$ cat src/rtl/steering_y_sched.sv
// Y-axis steering command scheduler: conditions joystick samples and commits
// them to the PWM datapath once per frame with slew limiting and a stall failsafe.
module steering_y_sched #(
    parameter int CENTER         = 512,
    parameter int DEADZONE       = 16,
    parameter int LIMIT_LO       = 64,
    parameter int LIMIT_HI       = 960,
    parameter int MAX_STEP       = 8,
    parameter int TIMEOUT_FRAMES = 50
) (
    input  logic       clk,
    input  logic       rst,
    input  logic       enable,
    input  logic [9:0] sample_in,
    input  logic       sample_valid,
    output logic       sample_ready,
    input  logic       frame_start,
    output logic [9:0] y_val,
    output logic       y_update,
    output logic       failsafe
);

    localparam logic [9:0]        CENTER_V   = 10'(CENTER);
    localparam logic [9:0]        LIMIT_LO_V = 10'(LIMIT_LO);
    localparam logic [9:0]        LIMIT_HI_V = 10'(LIMIT_HI);
    localparam logic signed [10:0] CENTER_S  = 11'(CENTER);
    localparam logic signed [10:0] DZ_S      = 11'(DEADZONE);
    localparam logic signed [10:0] STEP_S    = 11'(MAX_STEP);
    localparam logic [9:0]        STEP_V     = 10'(MAX_STEP);
    localparam logic [7:0]        TIMEOUT_V  = 8'(TIMEOUT_FRAMES);

    typedef enum logic [1:0] {
        IDLE,
        TRACK,
        FAILSAFE
    } state_t;

    state_t     state;
    logic [9:0] act_tgt;
    logic [9:0] pend_val;
    logic       pending;
    logic [7:0] frame_cnt;

    logic              accept;
    logic signed [10:0] dev;
    logic signed [10:0] dev_mag;
    logic [9:0]        cond_val;
    logic [9:0]        eff;
    logic [7:0]        frame_cnt_inc;
    logic              timeout_hit;
    logic [9:0]        y_next;

    // IDLE swallows samples; otherwise one sample may wait for the next frame.
    assign sample_ready = (state == IDLE) || !pending;
    assign failsafe     = (state == FAILSAFE);
    assign accept       = sample_valid && sample_ready;

    // Move cur toward tgt by at most MAX_STEP, landing exactly on tgt when close.
    function automatic logic [9:0] slew(input logic [9:0] cur, input logic [9:0] tgt);
        logic signed [10:0] diff;
        diff = signed'({1'b0, tgt}) - signed'({1'b0, cur});
        if (diff > STEP_S)
            return cur + STEP_V;
        else if (diff < -STEP_S)
            return cur - STEP_V;
        else
            return tgt;
    endfunction

    always_comb begin
        dev      = signed'({1'b0, sample_in}) - CENTER_S;
        dev_mag  = (dev < 0) ? -dev : dev;
        cond_val = (dev_mag <= DZ_S) ? CENTER_V : sample_in;
        if (cond_val < LIMIT_LO_V)
            cond_val = LIMIT_LO_V;
        if (cond_val > LIMIT_HI_V)
            cond_val = LIMIT_HI_V;
    end

    // A same-cycle accept clears the counter, so it also suppresses the timeout.
    always_comb begin
        eff           = pending ? pend_val : act_tgt;
        frame_cnt_inc = (frame_cnt < TIMEOUT_V) ? frame_cnt + 8'd1 : frame_cnt;
        timeout_hit   = (state == TRACK) && frame_start && !accept
                        && (frame_cnt_inc == TIMEOUT_V);
        y_next        = y_val;
        if (frame_start) begin
            case (state)
                IDLE:     y_next = CENTER_V;
                TRACK:    y_next = slew(y_val, timeout_hit ? CENTER_V : eff);
                FAILSAFE: y_next = slew(y_val, CENTER_V);
                default:  y_next = CENTER_V;
            endcase
        end
    end

    always_ff @(posedge clk) begin
        if (rst) begin
            state     <= IDLE;
            y_val     <= CENTER_V;
            act_tgt   <= CENTER_V;
            pend_val  <= CENTER_V;
            pending   <= 1'b0;
            frame_cnt <= 8'd0;
            y_update  <= 1'b0;
        end else begin
            y_val    <= y_next;
            y_update <= (y_next != y_val);
            case (state)
                IDLE: begin
                    if (frame_start) begin
                        act_tgt <= CENTER_V;
                        pending <= 1'b0;
                    end
                    if (enable) begin
                        state     <= TRACK;
                        frame_cnt <= 8'd0;
                        pending   <= 1'b0;
                    end
                end
                TRACK: begin
                    if (frame_start) begin
                        act_tgt   <= timeout_hit ? CENTER_V : eff;
                        pending   <= 1'b0;
                        frame_cnt <= frame_cnt_inc;
                        if (timeout_hit)
                            state <= FAILSAFE;
                    end
                    // Accept only happens with pending clear, so it overrides the commit.
                    if (accept) begin
                        pend_val  <= cond_val;
                        pending   <= 1'b1;
                        frame_cnt <= 8'd0;
                    end
                end
                FAILSAFE: begin
                    if (frame_start) begin
                        act_tgt <= CENTER_V;
                        pending <= 1'b0;
                    end
                    if (accept) begin
                        pend_val  <= cond_val;
                        pending   <= 1'b1;
                        frame_cnt <= 8'd0;
                        state     <= TRACK;
                    end
                end
                default: state <= IDLE;
            endcase
            if (!enable)
                state <= IDLE;
        end
    end

endmodule

$ cat config.mk
export PLATFORM = sky130hd
export DESIGN_NAME = steering_y_sched
export DESIGN_NICKNAME = d
export VERILOG_FILES = /design/src/rtl/steering_y_sched.sv
export SDC_FILE = /design/constraint.sdc
export NUM_CORES = 1
export LEC_CHECK = 0
export CORE_ASPECT_RATIO = 1.4
export CORE_UTILIZATION = 60
export CTS_BUF_LIST = sky130_fd_sc_hd__clkbuf_16
export DETAILED_ROUTE_END_ITERATION = 7
export GPL_TIMING_DRIVEN = 0
export PLACE_DENSITY_LB_ADDON = 0.3
export SYNTH_ARGS = -nofsm -noshare
export SYNTH_HDL_FRONTEND = slang
export SYNTH_SLANG_ARGS = --single-unit
export TNS_END_PERCENT = 50
$ cat constraint.sdc
create_clock -name clk -period 6.7 [get_ports clk]
set_input_delay 1.34 -clock clk [delete_from_list [all_inputs] [get_ports clk]]
set_output_delay 1.34 -clock clk [all_outputs]
set_load 0.02 [all_outputs]
Word level (Yosys, flattened, before mapping)
Cells that the tools add are included.
{"block": "totals", "word_cells": 81, "romBits": 0, "mem_count": 0, "mem_bits_rw": 0, "in_bits": 15, "out_inout_bits": 13, "latch_bits": 0, "regBits": 42}
{"block": "classes", "n_eq_ne": 10, "magnitude_cmp": 9, "bitwise": 1, "n_shift": 0, "n_div": 0, "reduce_logical": 18, "n_addsub": 7, "n_mux": 29, "mul": 0}
{"cell": "$mux 10", "n": 12}
{"cell": "$mux 8", "n": 5}
{"cell": "$pmux 10 s2", "n": 2}
{"cell": "$pmux 8 s3", "n": 1}
{"cell": "$gt 11x5->1 const B", "n": 2}
{"cell": "$lt 11x4->1 const B", "n": 2}
{"cell": "$le 11x6->1 const B", "n": 1}
{"cell": "$lt 11x1->1 const B", "n": 1}
{"cell": "$mux 11", "n": 1}
{"cell": "$neg 11->11", "n": 1}
{"cell": "$sub 10x10->11", "n": 1}
{"cell": "$sub 10x10->11 const A", "n": 1}
{"cell": "$sub 10x10->11 const B", "n": 1}
{"cell": "$add 10x4->10 const B", "n": 1}
{"cell": "$gt 10x10->1 const B", "n": 1}
{"cell": "$lt 10x7->1 const B", "n": 1}
{"cell": "$ne 10x10->1", "n": 1}
{"cell": "$sub 10x4->10 const B", "n": 1}
{"cell": "$add 8x1->8 const B", "n": 1}
{"cell": "$eq 8x6->1 const B", "n": 1}
{"cell": "$lt 8x6->1 const B", "n": 1}
{"cell": "$mux 2", "n": 3}
{"cell": "$ne 2x2->1 const B", "n": 3}
{"cell": "$pmux 2 s3", "n": 1}
{"cell": "other kinds (17)", "n": 28}

Depth between registers and ports, before layout
{"block": "depth", "word_depth": 14, "mapped_depth": 22, "mapped_depth_nobuf": 21}

Least setup slack after synthesis
OpenSTA, ideal clock, no wires.
{"block": "synth_timing", "path_type": "input to register", "start": "in frame_start", "end": "reg y_update", "t_arrival_ps": 5481, "cell_stages": 18, "setup_slack_ps": 1080, "path_buffers": 2, "required_time_ps": 6560, "setup_time_ps": 140, "path_cell_list": "clkinv_1 > a211oi_1 > nand4b_1 > nor2_1 > buf_2 > nor2_1 > ha_1 > buf_4 > a21oi_1 > o22a_1 > o211ai_1 > or4_4 > nor4b_4 > nor3_1 > a211oi_2 > mux2_2 > a2111oi_4 > a41oi_1"}
{"block": "synth_via", "elab_chain_len": 11, "word_cells_on_any_way": 12, "classes_between": "add/sub: 1; order compare: 2; eq/ne: 1; mux: 5; reduce/logical: 3"}
{"element": "start: declaration", "line_no": "17", "rtl": "input logic frame_start,"}
{"element": "$logic_and 1x1->1 (2 in series)", "line_no": "84", "rtl": "timeout_hit = (state == TRACK) && frame_start && !accept"}
{"element": "$logic_and 1x1->1", "line_no": "85", "rtl": "&& (frame_cnt_inc == TIMEOUT_V);"}
{"element": "$mux 10", "line_no": "90", "rtl": "TRACK: y_next = slew(y_val, timeout_hit ? CENTER_V : eff);"}
{"element": "$sub 10x10->11", "line_no": "61", "rtl": "diff = signed'({1'b0, tgt}) - signed'({1'b0, cur});"}
{"element": "$lt 11x4->1", "line_no": "64", "rtl": "else if (diff < -STEP_S)"}
{"element": "$mux 10", "line_no": "64"}
{"element": "$mux 10", "line_no": "62", "rtl": "if (diff > STEP_S)"}
{"element": "$pmux 10 s2", "line_no": "88", "rtl": "case (state)"}
{"element": "$mux 10 (*)", "line_no": "87", "rtl": "if (frame_start) begin"}
{"element": "$ne 10x10->1 (*)", "line_no": "108", "rtl": "y_update <= (y_next != y_val);"}
{"element": "end signal: assignment", "line_no": "108"}
{"element": "end: declaration", "line_no": "19", "rtl": "output logic y_update,"}
Every way passes the cells marked *; elsewhere a longest branch is shown, timed or not.
A chain may end at the register's enable or synchronous reset.

Final worst setup path
Same ends and word-level chain as after synthesis.

==> flow_summary.rst <==
.. list-table::
   :header-rows: 1

   * - Metric
     - Value
   * - Status
     - finished, violations left
   * - Failing checks
     - design-rule violations
   * - Layout cells sized above 1
     - 0.0916
   * - Minimum setup slack among reg-to-reg paths
     - 1030 ps
   * - Post-Route Skew
     - 5.80 ps
   * - Y dimension of the die
     - 95.2 microns
   * - Non-Filler Cell Area, Final
     - 4280 sq um
   * - Max-cap violations
     - 0
   * - Adder-cell area share of the yosys netlist
     - 0.0759
   * - Clock tree from TritonCTS
     - built
   * - Maximum clock frequency
     - 157 MHz
   * - Max-slew violation total from the final report
     - 0
   * - Slew HR
     - 0.284
   * - Core footprint
     - 5900 sq um
   * - Cell seen most often among critical-path stages
     - sky130_fd_sc_hd__a41oi_1
   * - Slew of the pin with the lowest slew margin
     - 1070 ps
   * - First-pass GRT wire length
     - about 17000 microns
   * - Crit path largest cell delay
     - 610 ps
   * - Largest net degree at the start of global routing
     - 13
   * - Die footprint
     - 6530 sq um
   * - Drt first pass iters
     - 7
   * - Worst Path Required
     - 6850 ps
   * - Largest family of logic cells by synthesized area
     - compound AO/OA/AOI/OAI gates
   * - Synthesized Nets
     - 523
   * - Synth Instances
     - 486
   * - Classification of the worst setup path
     - input port to register
   * - Final cycle utilization of the critical path
     - 0.954
   * - Pre-CTS setup slack
     - -576 ps
   * - Number of I/O pins
     - 28
   * - Flops & latches, synth
     - 42
   * - Distinct cell type count of the synthesized netlist
     - 76
   * - Library cell occupying the most area in the post-synthesis netlist
     - sky130_fd_sc_hd__dfxtp_1
   * - Arrival time at the worst endpoint
     - 6530 ps
   * - Syn Std Cell Area
     - 3730 sq um
   * - CTS H-Tree Depth
     - 2
   * - Design Power
     - approximately 590 uW
   * - Average detailed-routed wire length per instance
     - 18.1 microns
   * - Filler-free cell count of the finished design
     - 594
   * - Area share of the leading cell type in the synthesized netlist
     - 0.226
   * - Std-Cell Rows
     - 33
   * - Cell types with the highest counts after synthesis
     - sky130_fd_sc_hd__nor2_1, sky130_fd_sc_hd__dfxtp_1, sky130_fd_sc_hd__nand2_1, sky130_fd_sc_hd__a21oi_1, sky130_fd_sc_hd__inv_1
   * - Buffers from clock root to sink, at most
     - 2
   * - Worst Setup EP
     - y_update$_SDFF_PP0_
   * - Chain of cells forming the critical path
     - clkdlybuf4s50_1 > clkinvlp_4 > a211oi_4 > nand4b_1 > nor2_4 > clkbuf_4 > nor2_1 > ha_1 > buf_4 > a21o_1 > a22o_1 > a41oi_1 > o21ai_0 > nor3_2 > o31ai_1 > a211oi_2 > mux2_2 > a2111oi_4 > a41oi_1
   * - Dpl cells
     - 583
   * - Class of the tightest hold or removal check
     - register to register
   * - Worst setup path startpoint
     - frame_start
   * - Type of origin of the critical path
     - input port
   * - Buffer cell driving the clock tree root
     - sky130_fd_sc_hd__clkbuf_16
   * - Most instantiated library cell after synthesis
     - sky130_fd_sc_hd__nor2_1
   * - Count of warnings emitted by yosys
     - 0
   * - Clk_lat worst skew
     - 290 ps
   * - Power per standard cell area
     - 139 nW/um^2
   * - Number of design rule violations left after detail routing
     - 1
   * - Die width
     - about 69 microns
   * - Vias per std cell
     - 6.72
   * - Setup tns final
     - 0 ps
   * - Final setup violating endpoints
     - 0
   * - Part of the Yosys area used for sequential elements
     - 0.226
   * - Length in cells of the worst reg-to-reg path
     - 20
   * - Number of flops mapped to enable cells by yosys
     - 0
   * - Worst flop-to-flop path endpoint
     - y_update$_SDFF_PP0_
   * - Fraction of synthesized area in multiplexers
     - 0.0527
   * - Critical R2R Launch
     - state[0]$_SDFFE_PP0P_
   * - Initial antenna violation count
     - 0
   * - Effective utilization at floorplan
     - 0.631
   * - Minimum period implied by the final worst setup slack
     - 6390 ps
   * - Number of global-route vias before repair
     - 3762
   * - Final Hold Violating Endpoints
     - 0
   * - TritonCTS sink count
     - 42
   * - Compound-Gate Fraction of Synth Area
     - 0.299
   * - Mean instance size in the synthesized netlist
     - between 7 and 8 sq um
   * - P&R area growth vs syn
     - 14.9%
   * - GR Overflow Total
     - 0
   * - CP Capture Type
     - register
   * - Static Leakage
     - 1.65 nW
   * - Largest cells by area after synthesis
     - sky130_fd_sc_hd__dfxtp_1, sky130_fd_sc_hd__ha_1, sky130_fd_sc_hd__nor2_1
   * - Diodes inserted
     - 0
   * - Placer's final routability congestion estimate
     - 0.932
   * - Via Count
     - 3994
   * - DP Area
     - just over 4000 sq um
   * - Worst Hold Slack
     - between 400 and 500 ps
   * - All-layer global routing usage
     - 0.349
   * - Minimum setup slack in the final design
     - 311 ps
   * - Clock input transition at the sequential cells of the worst setup and hold paths
     - 60 ps
   * - Number of nets with antenna violations after detailed routing
     - 0
   * - TritonCTS Buffers
     - 5
   * - Final HPWL from detailed placement
     - between 8000 and 9000 microns
   * - Share of synthesized cell area in and, or, nand and nor gates
     - 0.244
   * - Post-route core utilization
     - 0.725
   * - Flip-flop cell with the highest count after synthesis
     - sky130_fd_sc_hd__dfxtp_1
   * - Detailed Route WL
     - roughly 11000 microns
   * - Net count, final
     - 560
   * - Largest driver fanout on the critical path
     - 10
   * - RSZ-0062 raised after global routing
     - false
   * - Post-synthesis share of cell area spent on xor and xnor gates
     - 0.0376
   * - DR iter-0 viols
     - about 330
   * - Highest ir drop seen on vdd
     - between 150 and 200 uV
   * - Fraction of registers with async set or reset after synthesis
     - 0
   * - Count of input and output buffers
     - 27
   * - Library cell contributing the largest single delay on the critical path
     - sky130_fd_sc_hd__clkdlybuf4s50_1
==> placed cells by master, fill, tap and decap left out, drive strengths merged, types with 4 or more instances in the layout <==
| cell type | n |
|---|---|
| buf | 10 |
| or2 | 4 |
| nand4 | 4 |
| mux2i | 14 |
| o21ai | 23 |
| clkdlybuf4s50 | 27 |
| and2 | 5 |
| o211ai | 7 |
| nand2b | 8 |
| a21o | 5 |
| mux2 | 5 |
| nand3 | 11 |
| o22ai | 4 |
| clkinv | 4 |
| and3 | 7 |
| inv | 32 |
| nand2 | 31 |
| a22oi | 18 |
| a32oi | 4 |
| dfxtp | 42 |
| xor2 | 5 |
| a211oi | 8 |
| a22o | 4 |
| a21oi | 30 |
| nor2b | 6 |
| clkbuf | 24 |
| ha | 21 |
| a2111oi | 5 |
| xnor2 | 11 |
| nor2 | 60 |
| or4 | 4 |
| nor3 | 19 |
| a31oi | 7 |
==> layout make-up <==
type | count | area (sq um)
inverters | 34 | 131
multi-input cells | 384 | 2670
repair buffers | 30 | 293
plain buffers | 26 | 119
clock buffers | 5 | 125
well taps | 70 | 87.6
flip-flops and latches | 42 | 841
clock inverters | 3 | 12.5
fillers | 497 | 1620
==> how the worst min path moves through the flow <==
| stage | depth (start not counted) | end | slack (ps) | startpoint |
|---|---|---|---|---|
| 2_1_floorplan | 2 | pend_val[6]$_SDFFE_PP0P_ | 430 | pend_val[6]$_SDFFE_PP0P_ |
| 3_3_place_gp | 2 | pend_val[6]$_SDFFE_PP0P_ | 450 | pend_val[6]$_SDFFE_PP0P_ |
| 3_5_place_dp | 2 | pend_val[6]$_SDFFE_PP0P_ | 460 | pend_val[6]$_SDFFE_PP0P_ |
| 4_1_cts | 2 | pend_val[6]$_SDFFE_PP0P_ | 470 | pend_val[6]$_SDFFE_PP0P_ |
| 5_1_grt | 2 | pend_val[6]$_SDFFE_PP0P_ | 490 | pend_val[6]$_SDFFE_PP0P_ |
| 6_report | 2 | pend_val[6]$_SDFFE_PP0P_ | 470 | pend_val[6]$_SDFFE_PP0P_ |
==> sequential cells by signal, indices dropped and copies added (netlist names) <==
signal,count
pending,1
act_tgt,10
y_val,10
state,2
frame_cnt,8
pend_val,10
y_update,1
==> logic make-up after synthesis <==
logic type,after synthesis
compound gates,151
xor+xnor,16
fa+ha+maj,22
buf+inv,60
flops,42
mux,19
simple gates,176
==> critical path: cells and delay by family <==
kind / cells / cell delay [ps]
AND/OR/NAND/NOR: 4 / 1100
adder cells (fa/ha/maj): 1 / 280
multiplexers: 1 / 390
AO/OA/AOI/OAI: 9 / 2190
buffers and inverters: 4 / 1220
==> routing by layer <==
metal  GRT usage  wire, microns
met1       0.374           4170
met2       0.593           5500
met3      0.0754            536
met4       0.236            550
met5           0              0
==> power breakdown <==
part | internal, mW | total [mW] | switching (mW)
sequential | 0.253 | 0.256 | 0.00282
combinational | 0.0424 | 0.109 | 0.0662
clock | 0.135 | 0.230 | 0.0949
==> repair_timing <==
item,4_1_cts,5_1_grt
pin swaps,1,2
endpoints found under the setup margin,1,6
hold buffers,0,0
gates resized for setup,3,6
setup buffers,2,1
No activity file was read; power rests on OpenSTA's default activity.
